### config.mk
export PLATFORM = sky130hd
export DESIGN_NAME = adder_operand_seq
export DESIGN_NICKNAME = d
export VERILOG_FILES = /design/src/rtl/adder_operand_seq_pkg.sv /design/src/rtl/adder_operand_seq_edge_strobe.sv /design/src/rtl/adder_operand_seq.sv
export SDC_FILE = /design/constraint.sdc
export NUM_CORES = 1
export LEC_CHECK = 0
export BUFFER_PORTS_ARGS = -buffer_cell sky130_fd_sc_hd__buf_2
export CELL_PAD_IN_SITES_DETAIL_PLACEMENT = 1
export CELL_PAD_IN_SITES_GLOBAL_PLACEMENT = 1
export CORE_ASPECT_RATIO = 1.1
export CORE_UTILIZATION = 37
export CTS_CLUSTER_DIAMETER = 100
export DETAILED_ROUTE_END_ITERATION = 6
export HOLD_SLACK_MARGIN = 0.15
export PLACE_DENSITY = 0.75
export SETUP_SLACK_MARGIN = 0.05
export SLEW_MARGIN = 0
export SYNTH_ARGS = -nofsm -noshare
export SYNTH_HDL_FRONTEND = slang
export SYNTH_SLANG_ARGS = --single-unit
### constraint.sdc
create_clock -name clk -period 2.4 [get_ports clk]
set_input_delay 0.36 -clock clk [delete_from_list [all_inputs] [get_ports clk]]
set_output_delay 0.36 -clock clk [all_outputs]
set_load 0.005 [all_outputs]
### src/rtl/adder_operand_seq_pkg.sv
// adder_operand_seq_pkg: shared state encodings, display slot numbers and ASCII labels
package adder_operand_seq_pkg;

   typedef enum logic [1:0] {
      ST_WAIT_OP1 = 2'd0,
      ST_WAIT_OP2 = 2'd1,
      ST_CALC     = 2'd2,
      ST_DONE     = 2'd3
   } state_e;

   localparam logic [5:0] SLOT_OP1   = 6'd1;
   localparam logic [5:0] SLOT_OP2   = 6'd3;
   localparam logic [5:0] SLOT_RES   = 6'd5;
   localparam logic [5:0] SLOT_COUT  = 6'd7;
   localparam logic [5:0] SLOT_COUNT = 6'd9;
   localparam logic [5:0] SLOT_STATE = 6'd11;

   localparam logic [39:0] LBL_OP1   = "ADD_1";
   localparam logic [39:0] LBL_OP2   = "ADD_2";
   localparam logic [39:0] LBL_RES   = "RESUL";
   localparam logic [39:0] LBL_COUT  = "COUT ";
   localparam logic [39:0] LBL_COUNT = "COUNT";
   localparam logic [39:0] LBL_STATE = "STATE";

endpackage

### src/rtl/adder_operand_seq_edge_strobe.sv
// adder_operand_seq_edge_strobe: one-cycle pulse on each rising edge of a level input
module adder_operand_seq_edge_strobe (
   input  logic clk,
   input  logic resetn,
   input  logic level_i,
   output logic pulse_o
);

   logic prev_q;

   // remember last cycle's level so a held input yields a single pulse
   always_ff @(posedge clk or negedge resetn) begin
      if (!resetn) prev_q <= 1'b0;
      else         prev_q <= level_i;
   end

   assign pulse_o = level_i & ~prev_q;

endmodule

### src/rtl/adder_operand_seq.sv
// adder_operand_seq: captures two touch entries as adder operands, registers the sum and drives the LCD slot mux
module adder_operand_seq
   import adder_operand_seq_pkg::*;
#(
   parameter int unsigned TIMEOUT = 10_000_000,
   parameter int unsigned CNT_W   = 16
) (
   input  logic        clk,
   input  logic        resetn,
   input  logic        input_valid,
   input  logic [31:0] input_value,
   input  logic        sw_cin,
   input  logic        clear,
   output logic [31:0] adder_op1,
   output logic [31:0] adder_op2,
   output logic        adder_cin,
   input  logic [31:0] adder_res,
   input  logic        adder_cout,
   output logic        led_cout,
   output logic [1:0]  led_state,
   input  logic [5:0]  display_number,
   output logic        display_valid,
   output logic [39:0] display_name,
   output logic [31:0] display_value
);

   localparam int unsigned TW = (TIMEOUT > 1) ? $clog2(TIMEOUT) : 1;
   localparam logic [TW-1:0] T_LAST = TW'((TIMEOUT == 0) ? 0 : TIMEOUT - 1);

   state_e          state_q;
   logic [31:0]     op1_q, op2_q, result_q;
   logic            cin_q, cout_q;
   logic [CNT_W-1:0] count_q;
   logic [TW-1:0]   timer_q;
   logic            strobe, timer_hit;
   logic            disp_valid_d, disp_valid_q;
   logic [39:0]     disp_name_d, disp_name_q;
   logic [31:0]     disp_value_d, disp_value_q;

   adder_operand_seq_edge_strobe u_strobe (
      .clk     (clk),
      .resetn  (resetn),
      .level_i (input_valid),
      .pulse_o (strobe)
   );

   assign timer_hit = (TIMEOUT != 0) && (timer_q == T_LAST);

   // operand capture / calc / done sequencing; clear beats strobe and timeout
   always_ff @(posedge clk or negedge resetn) begin
      if (!resetn) begin
         state_q  <= ST_WAIT_OP1;
         op1_q    <= '0;
         op2_q    <= '0;
         result_q <= '0;
         cin_q    <= 1'b0;
         cout_q   <= 1'b0;
         count_q  <= '0;
         timer_q  <= '0;
      end else if (clear) begin
         state_q  <= ST_WAIT_OP1;
         op1_q    <= '0;
         op2_q    <= '0;
         result_q <= '0;
         cin_q    <= 1'b0;
         cout_q   <= 1'b0;
         count_q  <= '0;
         timer_q  <= '0;
      end else begin
         case (state_q)
            ST_WAIT_OP1, ST_DONE: if (strobe) begin
               op1_q   <= input_value;
               timer_q <= '0;
               state_q <= ST_WAIT_OP2;
            end
            ST_WAIT_OP2: if (strobe) begin
               op2_q   <= input_value;
               cin_q   <= sw_cin;
               state_q <= ST_CALC;
            end else if (timer_hit) begin
               state_q <= ST_WAIT_OP1;
            end else begin
               timer_q <= timer_q + TW'(1);
            end
            ST_CALC: begin
               result_q <= adder_res;
               cout_q   <= adder_cout;
               count_q  <= count_q + CNT_W'(1);
               state_q  <= ST_DONE;
            end
            default: state_q <= ST_WAIT_OP1;
         endcase
      end
   end

   // slot lookup for the LCD; unknown slots report invalid with blank label/value
   always_comb begin
      disp_valid_d = 1'b1;
      disp_name_d  = '0;
      disp_value_d = '0;
      case (display_number)
         SLOT_OP1:   begin disp_name_d = LBL_OP1;   disp_value_d = op1_q;              end
         SLOT_OP2:   begin disp_name_d = LBL_OP2;   disp_value_d = op2_q;              end
         SLOT_RES:   begin disp_name_d = LBL_RES;   disp_value_d = result_q;           end
         SLOT_COUT:  begin disp_name_d = LBL_COUT;  disp_value_d = {31'b0, cout_q};    end
         SLOT_COUNT: begin disp_name_d = LBL_COUNT; disp_value_d = 32'(count_q);       end
         SLOT_STATE: begin disp_name_d = LBL_STATE; disp_value_d = {30'b0, state_q};   end
         default:    disp_valid_d = 1'b0;
      endcase
   end

   // display outputs registered; clear leaves them alone
   always_ff @(posedge clk or negedge resetn) begin
      if (!resetn) begin
         disp_valid_q <= 1'b0;
         disp_name_q  <= '0;
         disp_value_q <= '0;
      end else begin
         disp_valid_q <= disp_valid_d;
         disp_name_q  <= disp_name_d;
         disp_value_q <= disp_value_d;
      end
   end

   assign adder_op1     = op1_q;
   assign adder_op2     = op2_q;
   assign adder_cin     = cin_q;
   assign led_cout      = cout_q;
   assign led_state     = state_q;
   assign display_valid = disp_valid_q;
   assign display_name  = disp_name_q;
   assign display_value = disp_value_q;

endmodule
Yosys cells after proc, flatten, opt, wreduce, memory -nomap -nowiden
Index checks and enable logic that the tools add are counted.
{ "word_totals": {"regBits": 214, "input_bits": 76, "output_inout_bits": 141, "elab_cells": 69} }
{ "classes": {"add_sub_neg": 2, "n_eq_ne": 14, "mux": 27, "bitwise": 2, "n_reduce_logical": 12} }
{ "op_table": {"columns": ["op", "count"], "rows": [
  ["case mux 39 bit (6 select lines)", 1],
  ["two-way mux 32 bit", 7],
  ["case mux 32 bit (6 select lines)", 1],
  ["two-way mux 24 bit", 4],
  ["case mux 24 bit (2 select lines)", 1],
  ["two-way mux 16 bit", 2],
  ["adder 24 x 1 -> 24 bit (second input constant)", 1],
  ["equality test 24 bit (second input constant)", 1],
  ["adder 16 x 1 -> 16 bit (second input constant)", 1],
  ["equality test 6 x 3 -> 1 bit (second input constant)", 2],
  ["equality test 6 x 4 -> 1 bit (second input constant)", 2],
  ["inequality test 3 bit (second input constant)", 3],
  ["two-way mux 2 bit", 4],
  ["nonzero test 2 bit", 4],
  ["equality test 6 x 1 -> 1 bit (second input constant)", 1],
  ["equality test 6 x 2 -> 1 bit (second input constant)", 1],
  ["two-way mux 1 bit", 6],
  ["case mux 2 bit (3 select lines)", 1],
  ["AND reduction 2 bit", 3],
  ["OR reduction 6 bit", 1],
  ["equality test 2 bit (second input constant)", 2],
  ["inequality test 4 bit (second input constant)", 1],
  ["AND reduction 4 bit", 1],
  ["nonzero test 3 bit", 1],
  ["5 further kinds", 5]
]} }

Depth between registers and ports, before layout
{ "depth": {"depth_word": 5, "mapped_depth": 8, "mapped_depth_nobuf": 7} }

Modules after synthesis
From an unflattened synthesis, not the netlist that was laid out.
{ "hier_totals": {"cells_unflattened": 847, "area_unflattened_um2": 8495.6} }
{ "modules_own_cells": {"columns": ["module", "n_inst", "cells_each", "area_per_inst_um2", "seq_area_each_um2"], "rows": [
  ["adder_operand_seq", 1, 845, 8456.9, 4704.5],
  ["adder_operand_seq_edge_strobe", 1, 2, 38.8, 25.0]
]} }

Least setup slack after synthesis
No wires, ideal clock.
{ "synth_path": {"path_kind": "reg-to-reg", "startpoint": "register state_q[0] (netlist: led_state[0])", "endpoint": "register timer_q[14]", "setup_time_ps": 126, "arrival_ps": 2028, "required_time_ps": 2274, "setup_slack_ps": 246, "path_stages_with_launch": 9, "n_path_buf": 2, "synth_period_minus_slack_ps": 2154, "cell_sequence": "dfrtp_1 -> inv_1 -> ha_1 -> clkbuf_1 -> nor2_1 -> o211ai_1 -> and2_1 -> buf_4 -> a221o_1"} }
{ "synth_via": {"elab_chain_len": 4, "word_cells_on_any_way": 11, "classes_between": "eq/ne (5); mux (2); reduce/logical (4)"} }
{ "synth_lines": {"columns": ["element", "line_no", "text"], "rows": [
  ["start, declared", "adder_operand_seq.sv:30", "state_e state_q;"],
  ["start signal, assigned", "adder_operand_seq.sv:52", "state_q <= ST_WAIT_OP1;"],
  ["start signal, assigned", "adder_operand_seq.sv:61", "state_q <= ST_WAIT_OP1;"],
  ["start signal, assigned", "adder_operand_seq.sv:74", "state_q <= ST_WAIT_OP2;"],
  ["equality test 2 bit or logical NOT 2 bit (tied branches)", "adder_operand_seq.sv:70", "case (state_q)"],
  ["OR reduction 2 bit", "adder_operand_seq.sv:70", null],
  ["inequality test 3 bit (no line) (tied with other cells)", null, null],
  ["AND reduction 4 bit (no line) or two-way mux 24 bit (tied branches)", null, null],
  ["end signal, assigned", "adder_operand_seq.sv:83", "timer_q <= timer_q + TW'(1);"],
  ["end, declared", "adder_operand_seq.sv:34", "logic [TW-1:0] timer_q;"]
]} }
Parallel ways exist; a longest one is shown, timed or not.
A chain may end at the register's enable or synchronous reset.

Worst setup path after layout
{ "layout_path": {"startpoint": "register timer_q[16]", "endpoint": "register timer_q[20]"} }
{ "layout_via": {"elab_chain_len": 5, "word_cells_on_any_way": 8, "classes_between": "add/sub (1); eq/ne (2); mux (4); reduce/logical (1)"} }
{ "layout_lines": {"columns": ["element", "line_no", "text"], "rows": [
  ["adder 24 x 1 -> 24 bit", "adder_operand_seq.sv:83", null],
  ["two-way mux 24 bit", "adder_operand_seq.sv:80", "end else if (timer_hit) begin"],
  ["two-way mux 24 bit", "adder_operand_seq.sv:76", "ST_WAIT_OP2: if (strobe) begin"],
  ["case mux 24 bit (2 select lines)", "adder_operand_seq.sv:70", null],
  ["two-way mux 24 bit", "adder_operand_seq.sv:60", "end else if (clear) begin"]
]} }
Parallel ways exist; a longest one is shown, timed or not. The select of a mux whose other input is x is not followed.

==> run metrics <==
run status complete, no violations; EDFF count, synth 0; register area 0.00473 mm2; Worst-Skew Late Latency 440 ps; reg2reg path depth 4; DR vias 7332; FMAX 453 MHz; setup TNS 0 ps; placed insts 1312; layout cell share with drive strength beyond 1 27.2%; Hold WC Path Type input port to register; Final Non-Filler Cells 1353; main flop type after synthesis dfrtp_1; peak supply drop 0.395 mV; Root Buffer clkbuf_16; IO Pins 217; Lkg Pwr 5.08 nW; post-synthesis sequential area ratio 55.2%; GP Congestion 0.854; die height 162 um; CTS clk-pin slew, worst paths 80 ps; TritonRoute pass-1 iters 4; Post-Route Utilization 46.7%; final instance area 0.0106 mm2; ys async rst share 100%; fillers 2621; Crit Path Class register to register; Area growth syn-to-layout 24.0%; Post-synth top cells dfrtp_1 (189), nand2_1 (118), o21ai_0 (72); PwrDens 656 mW/mm2; fin crit share 92.0%; Fin. Hold Viols 0; die width 147 um; CTS Buf Count 17; RR Startpoint timer_q[16]; Final min period 2210 ps; drt via density 5.42; largest net degree at the start of global routing 85; CTS tree built; Starting Density 37.6%; CP max FO 7; Setup crit start kind register; worst hold slack 167 ps; DRT iter0 DRCs 382; number of global-route vias before repair 7744; arrival time at the worst endpoint 2520 ps; core area 0.0228 mm2; first-pass GRT wire length 42.9 mm; Synth Area per Inst 10.2 um2; Slew Viols, Final 0; dpl hpwl 18.7 mm; IO Port Bufs 204; Mapped Area 0.00858 mm2; max-capacitance violation count 0; Row Count 58; R2R Path End timer_q[20]; post-placement cell area 0.00993 mm2; final setup violation count 0; Slew @ Worst Pin 1080 ps; clk sinks 189; H-tree Lvls 4; WHS Path Cells 2; Overall Global Routing Usage 23.0%; R2R setup slack 190 ps; Yosys reg bits 189; WL/cell 19.7 um; Worst setup EP type register; DRT Wirelength 26.6 mm; fin nets 1118; final setup skew 11.7 ps; Rel. slew slack 28.1%; most frequent cell after synthesis dfrtp_1; post-synth cell types 56; Synth area leaders dfrtp_1 (55%), nand2_1 (5.2%), mux2i_1 (4.4%); RSZ-0062 raised after global routing false; Synth top area share 55.2%; GRT overflow 0; DRC violations left 0; ANT nets after route 0; WHS Endpoint adder_op2[29]; Ys Warns 0; CTS max path bufs 2; Mapped Cells 844; CP Data Required Time 2710 ps; initial antenna violation count 2; hold_sp input_value[29]; footprint of the multi-input gates 0.00346 mm2; largest area contributor in the netlist dfrtp_1; full die area 0.0238 mm2
==> cell usage in the layout, fill, tap and decap left out, types with 4 or more instances in the layout <==
cell type      count
a21oi_1           26
a221o_1           10
a22o_1            20
a22oi_1           41
a31oi_1            7
a41oi_1            4
and2_1             7
and3_1             5
and4_1             6
buf_12             5
buf_2            202
buf_4             26
clkbuf_16         17
conb_1            12
dfrtp_1          187
dlygate4sd3_1      7
inv_1             12
inv_6              5
mux2i_1           38
nand2_1          118
nand2b_1          34
nand3_1           14
nand4_1           12
nor2_1            65
nor3_1            14
nor4_1             4
o21ai_0           72
or4_1              4
xnor2_1            6
xor2_1             8
==> report_power, final <==
group | switching [mW] | internal [mW]
logic | 0.393 | 0.237
clock network | 1.35 | 1.64
registers | 0.0834 | 3.27
==> routing by layer <==
metal | share of wire [%] | GRT usage (%)
met1 | 44 | 29.6
met2 | 50 | 39.2
met3 | 3.9 | 3.60
met4 | 2.5 | 8.48
met5 | 0 | 0
==> worst max-delay path by stage <==
stage                      start  slack [ps]          end  cells past startpoint
finish               timer_q[16]         190  timer_q[20]                      4
global route          timer_q[0]          70   timer_q[5]                      7
CTS                   timer_q[0]         100  timer_q[20]                      6
detailed placement    timer_q[0]          70  timer_q[20]                      6
global placement      timer_q[0]         140  timer_q[17]                      7
floorplan           led_state[0]         250  timer_q[14]                      8
==> cell families after synthesis <==
logic type | count (synthesis) | synth area share [%]
other | 1 | 0.0437
and+or+nand+nor | 306 | 17.5
DFF | 189 | 55.2
adders and majority gates | 4 | 0.584
buffers and inverters | 89 | 5.25
muxes | 40 | 4.70
xor gates and xnor gates | 14 | 1.43
AOI/OAI and AO/OA | 201 | 15.4
==> per-stage QoR <==
step / setup WS [ps] / total power [mW]
after floorplan: 246 / 3.67
after global placement: 138 / 4.03
after detailed placement: 72.4 / 4.05
after CTS: 96.1 / 7.03
after global routing: 68.3 / 7.23
final: 193 / 6.97
==> state kept, by name (all words and copies together) (netlist names) <==
register	flops
adder_cin	1
display_name	16
display_value	32
u_strobe.prev_q	1
result_q	32
adder_op1	32
led_cout	1
adder_op2	32
count_q	16
timer_q	24
led_state	2
==> layout make-up <==
cell class / count / share of cell area [%]
well taps: 300 / 3.53
clock buffers: 19 / 4.26
flip-flops and latches: 189 / 44.5
repair buffers: 241 / 13.1
diodes: 2 / 0.0470
inverters: 12 / 0.423
multi-input cells: 577 / 32.6
clock inverters: 13 / 1.63
==> critical path: stages (launching register included) <==
cell and delay (ps):
dfrtp_1 450, or4_4 570, or4_4 610, and4_4 200, a221o_1 260
==> timing repair <==
action | in CTS | in global routing
hold buffers | 7 | 0
pin swaps | 0 | 1
setup buffers | 0 | 0
resized for setup | 1 | 3
setup endpoints to repair | 1 | 18
endpoints found under the hold margin | 72 | 0
Power figures use the tool's default switching activity.
